<file path="config.mk">
export PLATFORM = sky130hd
export DESIGN_NAME = tdm_demux1x16_flat
export DESIGN_NICKNAME = d
export VERILOG_FILES = /design/src/rtl/tdm_demux1x16_pkg.sv /design/src/rtl/tdm_demux1x16_if.sv /design/src/rtl/tdm_demux1x16_lane_counter.sv /design/src/rtl/tdm_demux1x16.sv /design/src/flat_wrapper.sv
export SDC_FILE = /design/constraint.sdc
export NUM_CORES = 1
export LEC_CHECK = 0
export CAP_MARGIN = 25
export CORE_ASPECT_RATIO = 1.2
export CORE_UTILIZATION = 35
export DETAILED_ROUTE_END_ITERATION = 12
export DONT_BUFFER_PORTS = 1
export HOLD_SLACK_MARGIN = 0.1
export SLEW_MARGIN = 20
export SYNTH_ARGS = -nofsm -noshare
export SYNTH_HDL_FRONTEND = slang
export SYNTH_HIERARCHICAL = 1
export SYNTH_SLANG_ARGS = --single-unit
export TNS_END_PERCENT = 1
</file>
<file path="constraint.sdc">
create_clock -name clk -period 5.37 [get_ports clk]
set_clock_uncertainty 0.1 [all_clocks]
set_input_delay 0.8055 -clock clk [delete_from_list [all_inputs] [get_ports clk]]
set_output_delay 0.8055 -clock clk [all_outputs]
set_load 0.02 [all_outputs]
</file>
<file path="src/rtl/tdm_demux1x16_pkg.sv">
// Shared types and sizing for the 1-to-16 TDM serial demultiplexer.
package tdm_pkg;
   localparam int MAX_LANES = 16;
   localparam int LANE_W    = 4;

   typedef enum logic {
      IDLE    = 1'b0,
      COLLECT = 1'b1
   } state_t;
endpackage

</file>
<file path="src/rtl/tdm_demux1x16_if.sv">
// Serial-in / frame-out signal bundle of the TDM demultiplexer.
interface tdm_demux1x16_if;
   import tdm_pkg::*;

   logic                 din;
   logic                 din_valid;
   logic                 sof;
   logic [MAX_LANES-1:0] q;
   logic                 q_valid;
   logic [LANE_W-1:0]    lane_sel;
   logic                 busy;
   logic                 frame_err;

   modport master (
      output din, din_valid, sof,
      input  q, q_valid, lane_sel, busy, frame_err
   );

   modport slave (
      input  din, din_valid, sof,
      output q, q_valid, lane_sel, busy, frame_err
   );
endinterface

</file>
<file path="src/rtl/tdm_demux1x16_lane_counter.sv">
// Lane index counter: clear beats load-1 beats increment; tc flags the last lane.
module tdm_lane_counter
   import tdm_pkg::*;
#(
   parameter int LANES = 16
) (
   input  logic              clk,
   input  logic              rst,
   input  logic              clr,
   input  logic              load1,
   input  logic              en,
   output logic [LANE_W-1:0] cnt,
   output logic              tc
);
   localparam logic [LANE_W-1:0] LAST = LANE_W'(LANES - 1);

   logic [LANE_W-1:0] cnt_reg;

   always_ff @(posedge clk or posedge rst) begin
      if (rst)        cnt_reg <= '0;
      else if (clr)   cnt_reg <= '0;
      else if (load1) cnt_reg <= LANE_W'(1);
      else if (en)    cnt_reg <= cnt_reg + 1'b1;
   end

   assign cnt = cnt_reg;
   assign tc  = (cnt_reg == LAST);
endmodule

</file>
<file path="src/rtl/tdm_demux1x16.sv">
// Collects LANES serial bits (lane 0 marked by sof) into a parallel frame on q.
module tdm_demux1x16
   import tdm_pkg::*;
#(
   parameter int LANES = 16   // power of two, 2..16
) (
   input  logic         clk,
   input  logic         rst,
   tdm_demux1x16_if.slave bus
);
   state_t               state_reg, state_next;
   logic [LANES-2:0]     shadow_reg, shadow_next;
   logic [MAX_LANES-1:0] q_reg, q_next, frame_w;
   logic                 q_valid_reg, q_valid_next;
   logic                 frame_err_reg, frame_err_next;
   logic                 cnt_clr, cnt_load1, cnt_en, tc;
   logic                 shadow_we;
   logic [LANE_W-1:0]    shadow_idx, lane_sel;

   tdm_lane_counter #(.LANES(LANES)) u_cnt (
      .clk   (clk),
      .rst   (rst),
      .clr   (cnt_clr),
      .load1 (cnt_load1),
      .en    (cnt_en),
      .cnt   (lane_sel),
      .tc    (tc)
   );

   // The last lane bypasses the shadow so the frame lands on q on the same edge.
   for (genvar gi = 0; gi < MAX_LANES; gi++) begin : g_frame
      if (gi == LANES - 1) begin : g_last
         assign frame_w[gi] = bus.din;
      end else if (gi < LANES - 1) begin : g_shadow
         assign frame_w[gi] = shadow_reg[gi];
      end else begin : g_unused
         assign frame_w[gi] = 1'b0;
      end
   end

   for (genvar gi = 0; gi < LANES - 1; gi++) begin : g_wr
      assign shadow_next[gi] = (shadow_we && shadow_idx == LANE_W'(gi)) ? bus.din : shadow_reg[gi];
   end

   always_ff @(posedge clk or posedge rst) begin
      if (rst) begin
         state_reg     <= IDLE;
         shadow_reg    <= '0;
         q_reg         <= '0;
         q_valid_reg   <= 1'b0;
         frame_err_reg <= 1'b0;
      end else begin
         state_reg     <= state_next;
         shadow_reg    <= shadow_next;
         q_reg         <= q_next;
         q_valid_reg   <= q_valid_next;
         frame_err_reg <= frame_err_next;
      end
   end

   always_comb begin
      state_next     = state_reg;
      q_next         = q_reg;
      q_valid_next   = 1'b0;
      frame_err_next = 1'b0;
      cnt_clr        = 1'b0;
      cnt_load1      = 1'b0;
      cnt_en         = 1'b0;
      shadow_we      = 1'b0;
      shadow_idx     = lane_sel;
      case (state_reg)
         IDLE: begin
            if (bus.din_valid && bus.sof) begin
               shadow_we  = 1'b1;
               shadow_idx = '0;
               cnt_load1  = 1'b1;
               state_next = COLLECT;
            end
         end
         COLLECT: begin
            if (bus.din_valid) begin
               if (bus.sof) begin
                  // Early sof: drop the partial frame and restart at lane 0.
                  frame_err_next = 1'b1;
                  shadow_we      = 1'b1;
                  shadow_idx     = '0;
                  cnt_load1      = 1'b1;
               end else if (tc) begin
                  q_next       = frame_w;
                  q_valid_next = 1'b1;
                  cnt_clr      = 1'b1;
                  state_next   = IDLE;
               end else begin
                  shadow_we = 1'b1;
                  cnt_en    = 1'b1;
               end
            end
         end
         default: state_next = IDLE;
      endcase
   end

   assign bus.q         = q_reg;
   assign bus.q_valid   = q_valid_reg;
   assign bus.lane_sel  = lane_sel;
   assign bus.busy      = (state_reg == COLLECT);
   assign bus.frame_err = frame_err_reg;
endmodule
</file>
<file path="src/flat_wrapper.sv">
// flat-port wrapper written by rule: the top's interface ports become plain ports
module tdm_demux1x16_flat import tdm_pkg::*;
#(
   parameter int LANES = 16                         
)
  (clk, rst, bus_din, bus_din_valid, bus_sof, bus_q, bus_q_valid, bus_lane_sel, bus_busy, bus_frame_err);
  tdm_demux1x16_if bus_i ();
  input  logic clk;
  input  logic rst;
  input wire logic [$bits(bus_i.din)-1:0] bus_din;
  input wire logic [$bits(bus_i.din_valid)-1:0] bus_din_valid;
  input wire logic [$bits(bus_i.sof)-1:0] bus_sof;
  output wire logic [$bits(bus_i.q)-1:0] bus_q;
  output wire logic [$bits(bus_i.q_valid)-1:0] bus_q_valid;
  output wire logic [$bits(bus_i.lane_sel)-1:0] bus_lane_sel;
  output wire logic [$bits(bus_i.busy)-1:0] bus_busy;
  output wire logic [$bits(bus_i.frame_err)-1:0] bus_frame_err;
  assign bus_i.din = bus_din;
  assign bus_i.din_valid = bus_din_valid;
  assign bus_i.sof = bus_sof;
  assign bus_q = bus_i.q;
  assign bus_q_valid = bus_i.q_valid;
  assign bus_lane_sel = bus_i.lane_sel;
  assign bus_busy = bus_i.busy;
  assign bus_frame_err = bus_i.frame_err;
  tdm_demux1x16 #(.LANES(LANES)) u_core (.clk(clk), .rst(rst), .bus(bus_i));
endmodule
</file>
* Word-level counts from Yosys, hierarchy flattened
Index checks and enable logic that the tools add are counted.
Widths: inputs -> output; s select.
** Storage, ports and cells
- Register bits :: 38
- Bits of input ports :: 5
- Output and inout bits :: 23
** Operators by class
- $add $sub $neg :: 1
- Eq/ne operators :: 15
- Muxes and demuxes :: 25
- Bitwise logic cells :: 2
- Reductions and logical operators :: 19
** Operator list (count)
- $eq 4x4->1 const B :: 8
- $mux 4 :: 6
- $eq 4x3->1 const B :: 4
- $logic_and 1x1->1 :: 16
- $mux 1 :: 15
- $eq 4x2->1 const B :: 2
- $pmux 4 s2 :: 1
- $pmux 1 s2 :: 3
- $add 4x1->4 const B :: 1
- $eq 4x1->1 const B :: 1
- $logic_not 4->1 :: 1
- $reduce_and 4->1 :: 1
- $reduce_bool 3->1 :: 1
- $not 1->1 :: 2

* Longest topological paths before layout
Gate-level depths: netlist of run 1.
- Depth in word-level cells :: 8
- Gate-level depth with buffers :: 7
- Gate-level depth less buffers :: 6

* Hierarchy
Netlist of run 1, hierarchy kept.
** By module, submodules not included
- tdm_demux1x16 :: times used 1, cells each 101, area an instance 1492.7 µm²
- tdm_lane_counter :: times used 1, cells each 19, area an instance 210.2 µm²

* Worst setup path before layout of run 1
Ideal clock, no wire load.
- Kind :: flip-flop to flip-flop
- From :: register u_core.u_cnt.cnt_reg[0] (netlist: u_core/u_cnt/cnt[0])
- To :: register u_core.u_cnt.cnt_reg[3] (netlist: u_core/u_cnt/cnt[3])
- Library setup time :: 128 ps
- Arrival :: 1950 ps
- Required time :: 5142 ps
- Slack :: 3193 ps
- Cell stages (with the launch flop) :: 7
- Path buffers :: 0
- Clock period less this slack :: 2177 ps
- Path through :: dfrtp_1 > ha_1 > and3_1 > nor2b_1 > and2_1 > nand4_1 > mux2_1
** Between the ends
- Longest elaborated chain between the ends :: 6
- Elaborated cells on any way between the ends :: 14
- Those cells by class :: add/sub (1); eq/ne (1); mux (11); reduce/logical (1)
** Ends and longest elaborated chain
- start, declared :: line tdm_demux1x16_lane_counter.sv:17 : logic [LANE_W-1:0] cnt_reg;
- start signal, assigned :: line tdm_demux1x16_lane_counter.sv:23 : else if (en) cnt_reg <= cnt_reg + 1'b1;
- $eq 4x4->1 :: line tdm_demux1x16_lane_counter.sv:27 : assign tc = (cnt_reg == LAST);
- net u_core.tc :: line tdm_demux1x16.sv:16 : logic cnt_clr, cnt_load1, cnt_en, tc;
- $mux 1 :: line tdm_demux1x16.sv:88 : end else if (tc) begin
- $mux 1 :: line tdm_demux1x16.sv:82 : if (bus.sof) begin
- $mux 1 :: line tdm_demux1x16.sv:81 : if (bus.din_valid) begin
- $mux 1 :: line tdm_demux1x16.sv:71 : case (state_reg)
- net u_core.cnt_en :: line tdm_demux1x16.sv:16
- $reduce_bool 3->1 (no line)
The timed path passes the listed nets, and every way through them passes these cells. The select of a mux whose other input is x is not followed.
A chain may end at the register's enable or synchronous reset.

* Worst setup path in the final report of run 1
- From :: register u_core.u_cnt.cnt_reg[0] (netlist: u_core/u_cnt/cnt[0])
- To :: register u_core.u_cnt.cnt_reg[3] (netlist: u_core/u_cnt/cnt[3])
** Between the ends
- Longest elaborated chain between the ends :: 6
- Elaborated cells on any way between the ends :: 14
- Those cells by class :: add/sub (1); eq/ne (1); mux (11); reduce/logical (1)
** Ends and longest elaborated chain (line)
- $eq 4x4->1 * :: tdm_demux1x16_lane_counter.sv:27
- net u_core.tc :: tdm_demux1x16.sv:16
- $mux 1 * :: tdm_demux1x16.sv:88
- $mux 1 * :: tdm_demux1x16.sv:82
- $mux 1 * :: tdm_demux1x16.sv:81
- $mux 1 * :: tdm_demux1x16.sv:71
- net u_core.cnt_clr :: tdm_demux1x16.sv:16
- $reduce_bool 3->1 (no line) / $mux 4 (equally long branches)
The timed path passes the listed nets; every way through them passes the cells marked *. The select of a mux whose other input is x is not followed.

==> reports/results.tsv, run 1 <==
metric	value	unit
Clock Tree Buf Depth	2	
Yosys reg bits	38	
cells resized by post-CTS repair	0	
Remaining Overflow, GRT	0	
total power	635	uW
yosys warns	6	
PortBufs	0	
register area share after synthesis	55.8	%
Synth Flop Type	dfrtp_1	
Ports	28	
fin nets	132	
Tcrit/Tclk final	46.0	%
leak pwr	0.904	nW
crit path max fanout	18	
crit path cell chain	ha_1 -> and3_1 -> nand3_4 -> inv_1 -> nor3_1 -> mux2_1	
Crit path largest cell delay	670	ps
Vias/cell	5.24	
total wire length	3.21	mm
worst path required time	5440	ps
Post-synth EDFFs	0	
CP arrival	2540	ps
worst r2r src	u_core/u_cnt/cnt[0]	
count of different cell masters after synthesis	30	
Worst setup SP type	flip-flop	
# diodes	0	
post-synthesis cell count	120	
RSZ-0062 raised after global routing	no	
Area Overhead vs Synth	9.18	%
first-pass GRT wire length	5.53	mm
Slew headroom	64.1	%
Max-Cap Viols	0	
Peak VDD IR	0.173	mV
Final Util	40.2	%
Initial Util	36.8	%
TritonRoute pass-1 iters	4	
die area	0.00515	mm2
Die X	65.7	um
DR WL/cell	17.3	um
Pins Over Slew Limit	0	
largest net degree at the start of global routing	35	
CTS tree	done	
Die Ht	78.4	um
vias in the first global route	1065	
Core Area	0.00463	mm2
Setup TNS Final	0	ps
crit path launch	u_core/u_cnt/cnt[0]	
setup violators final	0	
DRC	0	
Final Hold Viols	0	
routed vias	970	
row cnt	27	
placed wire-length estimate	2.20	mm
cts bufs inserted	5	
Final Critical Period	2470	ps
fin area	0.00186	mm2
Synth Cell Area	0.00170	mm2
clock sink total	38	
measured slew at the worst slew-check pin	538	ps
postcts setup bufs	0	
PD cells	341	mW/mm2
fmax	405	MHz
antenna violations before repair	0	
CTS Hold Buffers Added	0	
clock latency on the worst-skew pair	280	ps
kind of critical path	reg2reg	
Hold Crit Class	in2async	
Root Buffer	clkbuf_8	
gpl congestion	0.754	
CP endpoint kind	flip-flop	
H-tree levels	2	
status	finished clean	
max reg flops	16	
Starting DRT DRC Count	33	
critical path's slowest cell	dfrtp_1	
clock slew at reported path FFs	70	ps
mean post-synth cell area	14.2	um2
post-place instance area	0.00177	mm2
Post-synth ARST share	100	%
GRT Total Usage	14.3	%
Synth Net Count	126	
share of cells above drive strength 1	37.0	%
Routed Antenna Nets	0	
## placed cells by master (no fill, tap or decap), types with 2 or more instances in the layout
cell type and count:
and2_1 2, and3_1 4, and4bb_2 4, clkbuf_8 6, dfrtp_1 38, inv_1 5, mux2_2 22, mux2_4 8
nand2_1 8, nand4_1 7, nor3_1 2
## per-stage QoR
step                      cells  hold WS (ps)  setup WS (ps)
after floorplan             120           375           3190
after global placement      177           384           3040
after detailed placement    177           390           2910
after CTS                   185           178           2900
after global routing        185           182           2780
final                       185           183           2900
## final cells by class
| class | instances | area [um2] |
|---|---|---|
| clock buffers | 7 | 86.3 |
| clock inverters | 1 | 5.00 |
| multi-input cells | 75 | 718 |
| inverters | 5 | 18.8 |
| repair buffers | 1 | 7.51 |
| well taps | 58 | 72.6 |
| fillers | 442 | 2770 |
| flip-flops and latches | 38 | 951 |
## power by group
| part | switching, mW | total (mW) | internal, mW |
|---|---|---|---|
| logic | 0.0342 | 0.0772 | 0.0431 |
| clock network | 0.0938 | 0.197 | 0.103 |
| registers | 0.0426 | 0.360 | 0.317 |
## worst max-delay path, delay by kind of cell (launching register included)
family	cells	cell delay, ps
fa+ha+maj	1	290
buf+inv	1	270
flops	1	670
mux	1	300
simple gates	3	730
## cells in the mapped netlist, types with 2 or more instances
cell type	number	share of area (%)
and2_1	2	0.73
and3_1	4	1.5
and4bb_2	4	2.9
dfrtp_1	38	56
inv_1	5	1.1
mux2_2	22	15
mux2_4	8	7.1
nand2_1	8	1.8
nand4_1	7	2.6
nor3_1	2	0.59
## path summary, 6_finish.rpt
check	to	slack, ps	cells after the start
min in group clk	u_core/shadow_reg[14]	410	1
hold reg to reg	u_core/shadow_reg[14]	410	1
hold / removal	u_core/u_cnt/cnt[3]	180	1
max in group asynchronous	u_core/bus.q[3]	4460	2
setup / recovery	u_core/u_cnt/cnt[3]	2900	6
setup reg to reg	u_core/u_cnt/cnt[3]	2900	6
## routing by layer
layer	vias to the layer above	track usage (%)	routed length [um]
met5	-	0	0
met4	0	3.91	42
met3	6	6.54	218
met2	26	22.2	1590
met1	492	17.6	1360
li1	446	-	-
## cells by family after synthesis
group | Yosys count | share of synthesized area, %
DFF | 38 | 55.8
and+or+nand+nor | 35 | 15.4
muxes | 32 | 22.9
buffers and inverters | 7 | 1.98
AOI/OAI and AO/OA | 6 | 2.72
xor gates and xnor gates | 1 | 0.514
adders and majority gates | 1 | 0.735
Power figures use the tool's default switching activity.
==> run 2, diff against run 1 <==
- clock period: 5.37 -> 2.3 ns (I/O delays scaled with it)
==> reports/results.tsv, run 2 (synthesized netlist as in run 1, its figures left out) <==
metric	value	unit	change
clock slew at reported path FFs	70	ps	about the same
# diodes	0		unchanged
setup violators final	0		unchanged
metal3 WL	241	um	was 218 um
kind of critical path	reg2reg		unchanged
fmax	473	MHz	was 405 MHz
die area	0.00515	mm2	unchanged
gpl congestion	0.860		was 0.754
antenna violations before repair	0		unchanged
H-tree levels	2		unchanged
TritonRoute pass-1 iters	4		unchanged
DRC	0		unchanged
Worst setup SP type	flip-flop		unchanged
Die X	65.7	um	unchanged
Tcrit/Tclk final	91.9	%	was 46.0%
Max Used Layer	met4		unchanged
Ports	28		unchanged
fin nets	142		was 132
Setup TNS Final	0	ps	unchanged
Initial Util	36.8	%	unchanged
final hold slack	133	ps	was 183 ps
PD cells	881	mW/mm2	was 341 mW/mm2
total wire length	3.19	mm	was 3.21 mm
Starting DRT DRC Count	22		was 33
Final Hold Viols	0		unchanged
RSZ-0062 raised after global routing	no		unchanged
largest net degree at the start of global routing	35		unchanged
Root Buffer	clkbuf_8		unchanged
most common cell after layout, fill and taps aside	dfrtp_1		unchanged
RR Endpoint	u_core/u_cnt/cnt[3]		unchanged
row cnt	27		unchanged
Hold Path Cell Cnt	2		
Pins Over Slew Limit	0		unchanged
routed vias	1017		was 970
Core Area	0.00463	mm2	unchanged
area of the multi-input gates	718	um2	unchanged
max reg flops	16		unchanged
CP arrival	2200	ps	was 2540 ps
worst r2r src	u_core/u_cnt/cnt[0]		unchanged
Peak VDD IR	0.491	mV	was 0.173 mV
crit path max fanout	5		was 18
Worst Reg-to-Reg Cells	6		unchanged
Hold Crit Start	bus_din		
Fillers	421		was 442
met2 WL	1.45	mm	was 1.59 mm
GRT Total Usage	14.4	%	was 14.3%
first-pass GRT wire length	5.43	mm	was 5.53 mm
FF-to-FF setup slack	190	ps	was 2900 ps
status	finished clean		unchanged
vias in the first global route	1105		was 1065
PortBufs	0		unchanged
Vias/cell	5.22		was 5.24
Remaining Overflow, GRT	0		unchanged
most frequent cells in the layout	dfrtp_1, mux2_2, mux2_4, nand2_1		was dfrtp_1, mux2_2, mux2_4, nand2_1, nand4_1
share of cells above drive strength 1	39.4	%	was 37.0%
Area Overhead vs Synth	17.2	%	was 9.18%
cts bufs inserted	5		unchanged
worst path required time	2380	ps	was 5440 ps
Final Critical Period	2110	ps	was 2470 ps
Max-Cap Viols	0		unchanged
Register Area	951	um2	unchanged
Routed Antenna Nets	0		unchanged
Hold Crit Class	in2reg		was in2async
placed wire-length estimate	2.22	mm	was 2.20 mm
Slew headroom	68.6	%	was 64.1%
Metal-1 WL	1.39	mm	was 1.36 mm
measured slew at the worst slew-check pin	470	ps	was 538 ps
leak pwr	0.973	nW	was 0.904 nW
DR WL/cell	16.3	um	was 17.3 um
CTS tree	done		unchanged
postcts setup bufs	0		unchanged
CP endpoint kind	flip-flop		unchanged
clock latency on the worst-skew pair	290	ps	was 280 ps
Die Ht	78.4	um	unchanged
Worst Hold Endpoint	u_core/shadow_reg[0]		
Clock Tree Buf Depth	2		unchanged
clock sink total	38		unchanged
[run 2: repair_timing]
action / CTS / global route
hold endpoints to repair: 54 / 0
endpoints found under the setup margin: 0 / 0
hold buffers: 4 / 0
gates resized for setup: 0 / 0
[run 2: worst max-delay path, cell delays in order (launching register included)]
cell and delay (ps):
dfrtp_1 390, ha_1 240, and3_1 270, nor2b_1 270
and2_1 290, nand4_1 130, mux2_1 320
[run 2: worst max path at each step]
stage,from,endpoint,cells after the start
floorplan,u_core/u_cnt/cnt[0],u_core/u_cnt/cnt[3],6
global placement,u_core/u_cnt/cnt[0],u_core/u_cnt/cnt[3],6
detailed placement,u_core/u_cnt/cnt[0],u_core/u_cnt/cnt[3],6
CTS,u_core/u_cnt/cnt[0],u_core/u_cnt/cnt[3],6
global route,u_core/u_cnt/cnt[0],u_core/u_cnt/cnt[3],6
finish,u_core/u_cnt/cnt[0],u_core/u_cnt/cnt[3],6
[run 2: through the flow]
step | instances | setup WS (ps) | power (mW) | cell area (um2) | utilization (%)
finish | 195 | 185 | 1.76 | 2000 | 43.1
global route | 195 | 42.0 | 1.84 | 2000 | 43.1
CTS | 195 | 196 | 1.78 | 2000 | 43.1
detailed placement | 183 | 203 | 1.06 | 1810 | 39.2
global placement | 183 | 306 | 1.05 | 1810 | 39.2
floorplan | 120 | 123 | 0.980 | 1700 | -
[run 2: per-layer routing]
layer  up-vias  GRT usage (%)
met5         -              0
met1       510           17.6
met4         0           10.4
met2        29           20.2
li1        468              -
met3        10           5.67
[run 2: layout make-up]
| cell class | instances | area share, % |
|---|---|---|
| flip-flops and latches | 38 | 47.6 |
| multi-input cells | 75 | 36.0 |
| repair buffers | 11 | 4.64 |
| clock buffers | 6 | 4.14 |
| well taps | 58 | 3.64 |
| clock inverters | 2 | 3.01 |
| inverters | 5 | 0.940 |
[run 2: where the power goes]
part           internal, mW  total, mW  switching [mW]
registers             0.742      0.781          0.0394
clock network         0.463      0.705           0.243
logic                 0.124      0.271           0.147
==> run 3, diff against run 2 <==
- CORE_UTILIZATION: 35 -> 55
- CTS_BUF_LIST: default -> sky130_fd_sc_hd__clkbuf_4
- PLACE_DENSITY: default -> 0.7
- SYNTH_HIERARCHICAL: 1 -> default
==> reports/results.tsv, run 3 <==
metric	value	unit	change
critical path's slowest cell	dfrtp_1		unchanged
CTS tree	done		unchanged
die area	0.00347	mm2	was 0.00515 mm2
# diodes	0		unchanged
clock sink total	38		unchanged
Synth Flop Type	dfrtp_1		unchanged
post-place instance area	0.00179	mm2	was 0.00181 mm2
placed wire-length estimate	2.05	mm	was 2.22 mm
fmax	551	MHz	was 473 MHz
PD cells	785	mW/mm2	was 881 mW/mm2
row cnt	22		was 27
measured slew at the worst slew-check pin	482	ps	was 470 ps
Ports	28		unchanged
Core Area	0.00308	mm2	was 0.00463 mm2
area leader, netlist	dfrtp_1		unchanged
Synth Cell Area	0.00178	mm2	was 0.00170 mm2
Hold Crit Class	in2reg		unchanged
post-synthesis cell count	135		was 120
synth cell count leaders	dfrtp_1, mux2_2, mux2_4, nand3_1		was dfrtp_1, mux2_2, mux2_4, nand2_1, nand4_1
routed vias	1085		was 1017
RSZ-0062 raised after global routing	no		unchanged
Clock Tree Buf Depth	2		unchanged
yosys warns	0		was 6
Area Overhead vs Synth	7.58	%	was 17.2%
Tcrit/Tclk final	79.0	%	was 91.9%
most common cell after layout, fill and taps aside	dfrtp_1		unchanged
DRC	0		unchanged
Peak VDD IR	0.597	mV	was 0.491 mV
Post-synth EDFFs	0		unchanged
most frequent cells in the layout	dfrtp_1, mux2_2, mux2_4		was dfrtp_1, mux2_2, mux2_4, nand2_1
Starting DRT DRC Count	43		was 22
share of the synthesized area in the top cell type	53.3	%	was 55.8%
kind of critical path	reg2reg		unchanged
Max-Cap Viols	0		unchanged
crit path cell chain	nor2b_4 -> and4_4 -> mux2_2		was ha_1 -> and3_1 -> nor2b_1 -> and2_1 -> nand4_1 -> mux2_1
Remaining Overflow, GRT	0		unchanged
CP arrival	1940	ps	was 2200 ps
worst path required time	2420	ps	was 2380 ps
PortBufs	0		unchanged
Die X	54.0	um	was 65.7 um
fin area	0.00192	mm2	was 0.00200 mm2
H-tree levels	2		unchanged
Root Buffer	clkbuf_4		was clkbuf_8
Fillers	257		was 421
crit path max fanout	17		was 5
Post-synth ARST share	100	%	unchanged
Vias/cell	6.06		was 5.22
gpl congestion	0.766		was 0.860
Routed Antenna Nets	0		unchanged
CP endpoint kind	flip-flop		unchanged
DR WL/cell	17.2	um	was 16.3 um
max reg flops	16		unchanged
count of different cell masters after synthesis	39		was 30
antenna violations before repair	0		unchanged
fin nets	148		was 142
Die Ht	64.4	um	was 78.4 um
Worst setup SP type	flip-flop		unchanged
status	finished clean		unchanged
share of cells above drive strength 1	34.3	%	was 39.4%
Yosys reg bits	38		unchanged
count leader, synth	dfrtp_1		unchanged
register area share after synthesis	53.3	%	was 55.8%
clock slew at reported path FFs	100	ps	was 70 ps
dominant cells by area after synthesis	dfrtp_1, mux2_2, mux2_4, nand3_1, nand4_1		was dfrtp_1, mux2_2, mux2_4, and4bb_2, nand4_1
first-pass GRT wire length	5.13	mm	was 5.43 mm
mean post-synth cell area	13.2	um2	was 14.2 um2
Pins Over Slew Limit	0		unchanged
Final Critical Period	1820	ps	was 2110 ps
Slew headroom	67.8	%	was 68.6%
clock latency on the worst-skew pair	340	ps	was 290 ps
Final Hold Viols	0		unchanged
Synth Net Count	141		was 126
Crit path largest cell delay	520	ps	was 390 ps
Initial Util	57.8	%	was 36.8%
vias in the first global route	1089		was 1105
Setup TNS Final	0	ps	unchanged
leak pwr	0.918	nW	was 0.973 nW
largest net degree at the start of global routing	39		was 35
cts bufs inserted	5		unchanged
total wire length	3.08	mm	was 3.19 mm
setup violators final	0		unchanged
GRT Total Usage	20.4	%	was 14.4%
TritonRoute pass-1 iters	4		unchanged
-- run 3: cell types whose count changed after synthesis, sizes merged, moves of 2 or more --
cell,previous run,this run
nor4b,2,0
buf,1,8
o21ai,0,4
nand2,8,4
clkbuf,1,3
and3,4,1
a31oi,0,2
nor4,0,2
a211o,0,2
nor2,1,3
nand4,7,5
and4bb,4,1
nand3,1,8
-- run 3: layout make-up --
class,instances,area (um2),share of cell area (%)
Sequential cell,38,951,49.6
Clock inverter,3,40.0,2.09
Inverter,4,15.0,0.783
Clock buffer,5,37.5,1.96
Timing Repair Buffer,11,95.1,4.96
Tap cell,36,45.0,2.35
Multi-Input combinational cell,82,734,38.3
-- run 3: worst paths after layout --
path	startpoint	to	slack, ps	cells past startpoint
min	bus_din_valid	u_core.u_cnt.cnt[3]	120	2
max	u_core.u_cnt.cnt[3]	u_core.bus.q[8]	480	3
max reg2reg	u_core.u_cnt.cnt[3]	u_core.bus.q[8]	480	3
max in group asynchronous	rst	u_core.shadow_reg[14]	1310	3
min in group asynchronous	rst	u_core.bus.q[13]	440	3
min reg2reg	u_core.shadow_reg[14]	u_core.shadow_reg[14]	410	1
-- run 3: logic make-up (layout without fill, tap and decap cells) --
| kind of cell | after synthesis | count (layout) | share of synthesized area (%) |
|---|---|---|---|
| AOI/OAI and AO/OA | 14 | 14 | 5.47 |
| adders and majority gates | 1 | 1 | 0.702 |
| buffers and inverters | 15 | 23 | 5.47 |
| DFF | 38 | 38 | 53.3 |
| muxes | 31 | 31 | 21.4 |
| and+or+nand+nor | 36 | 36 | 13.6 |
-- run 3: what timing repair did --
action                    in CTS  in global routing
hold buffers                   4                  1
gates resized for setup        0                  0
hold endpoints to repair      58                  1
buffers inserted               0                  0
-- run 3: report_power, final --
part,internal (mW),switching [mW]
combinational,0.125,0.130
sequential,0.752,0.0650
clock,0.225,0.210
total,1.10,0.405
-- run 3: metrics by stage --
| stage | utilization (%) | power (mW) | hold slack [ps] | setup WS [ps] | instances |
|---|---|---|---|---|---|
| after floorplan | - | 1.02 | 374 | 532 | 135 |
| after detailed placement | 58.1 | 1.07 | 280 | 485 | 166 |
| after CTS | 61.9 | 1.52 | 104 | 478 | 178 |
| after global routing | 62.2 | 1.60 | 101 | 385 | 179 |
| final | 62.2 | 1.51 | 115 | 484 | 179 |
| after global placement | 58.1 | 1.06 | 268 | 528 | 166 |
-- run 3: metal layers --
metal  part of all wire (%)  track usage, %
met4                    1.0            6.41
met1                     44            25.8
met5                      0               0
met2                     51            32.4
met3                    4.6            6.67
-- run 3: worst max-delay path: cells and delay by family, from the launching register on --
| kind | cells | cell delay (ps) |
|---|---|---|
| multiplexers | 1 | 370 |
| flip-flops | 1 | 520 |
| AND/OR/NAND/NOR | 2 | 710 |
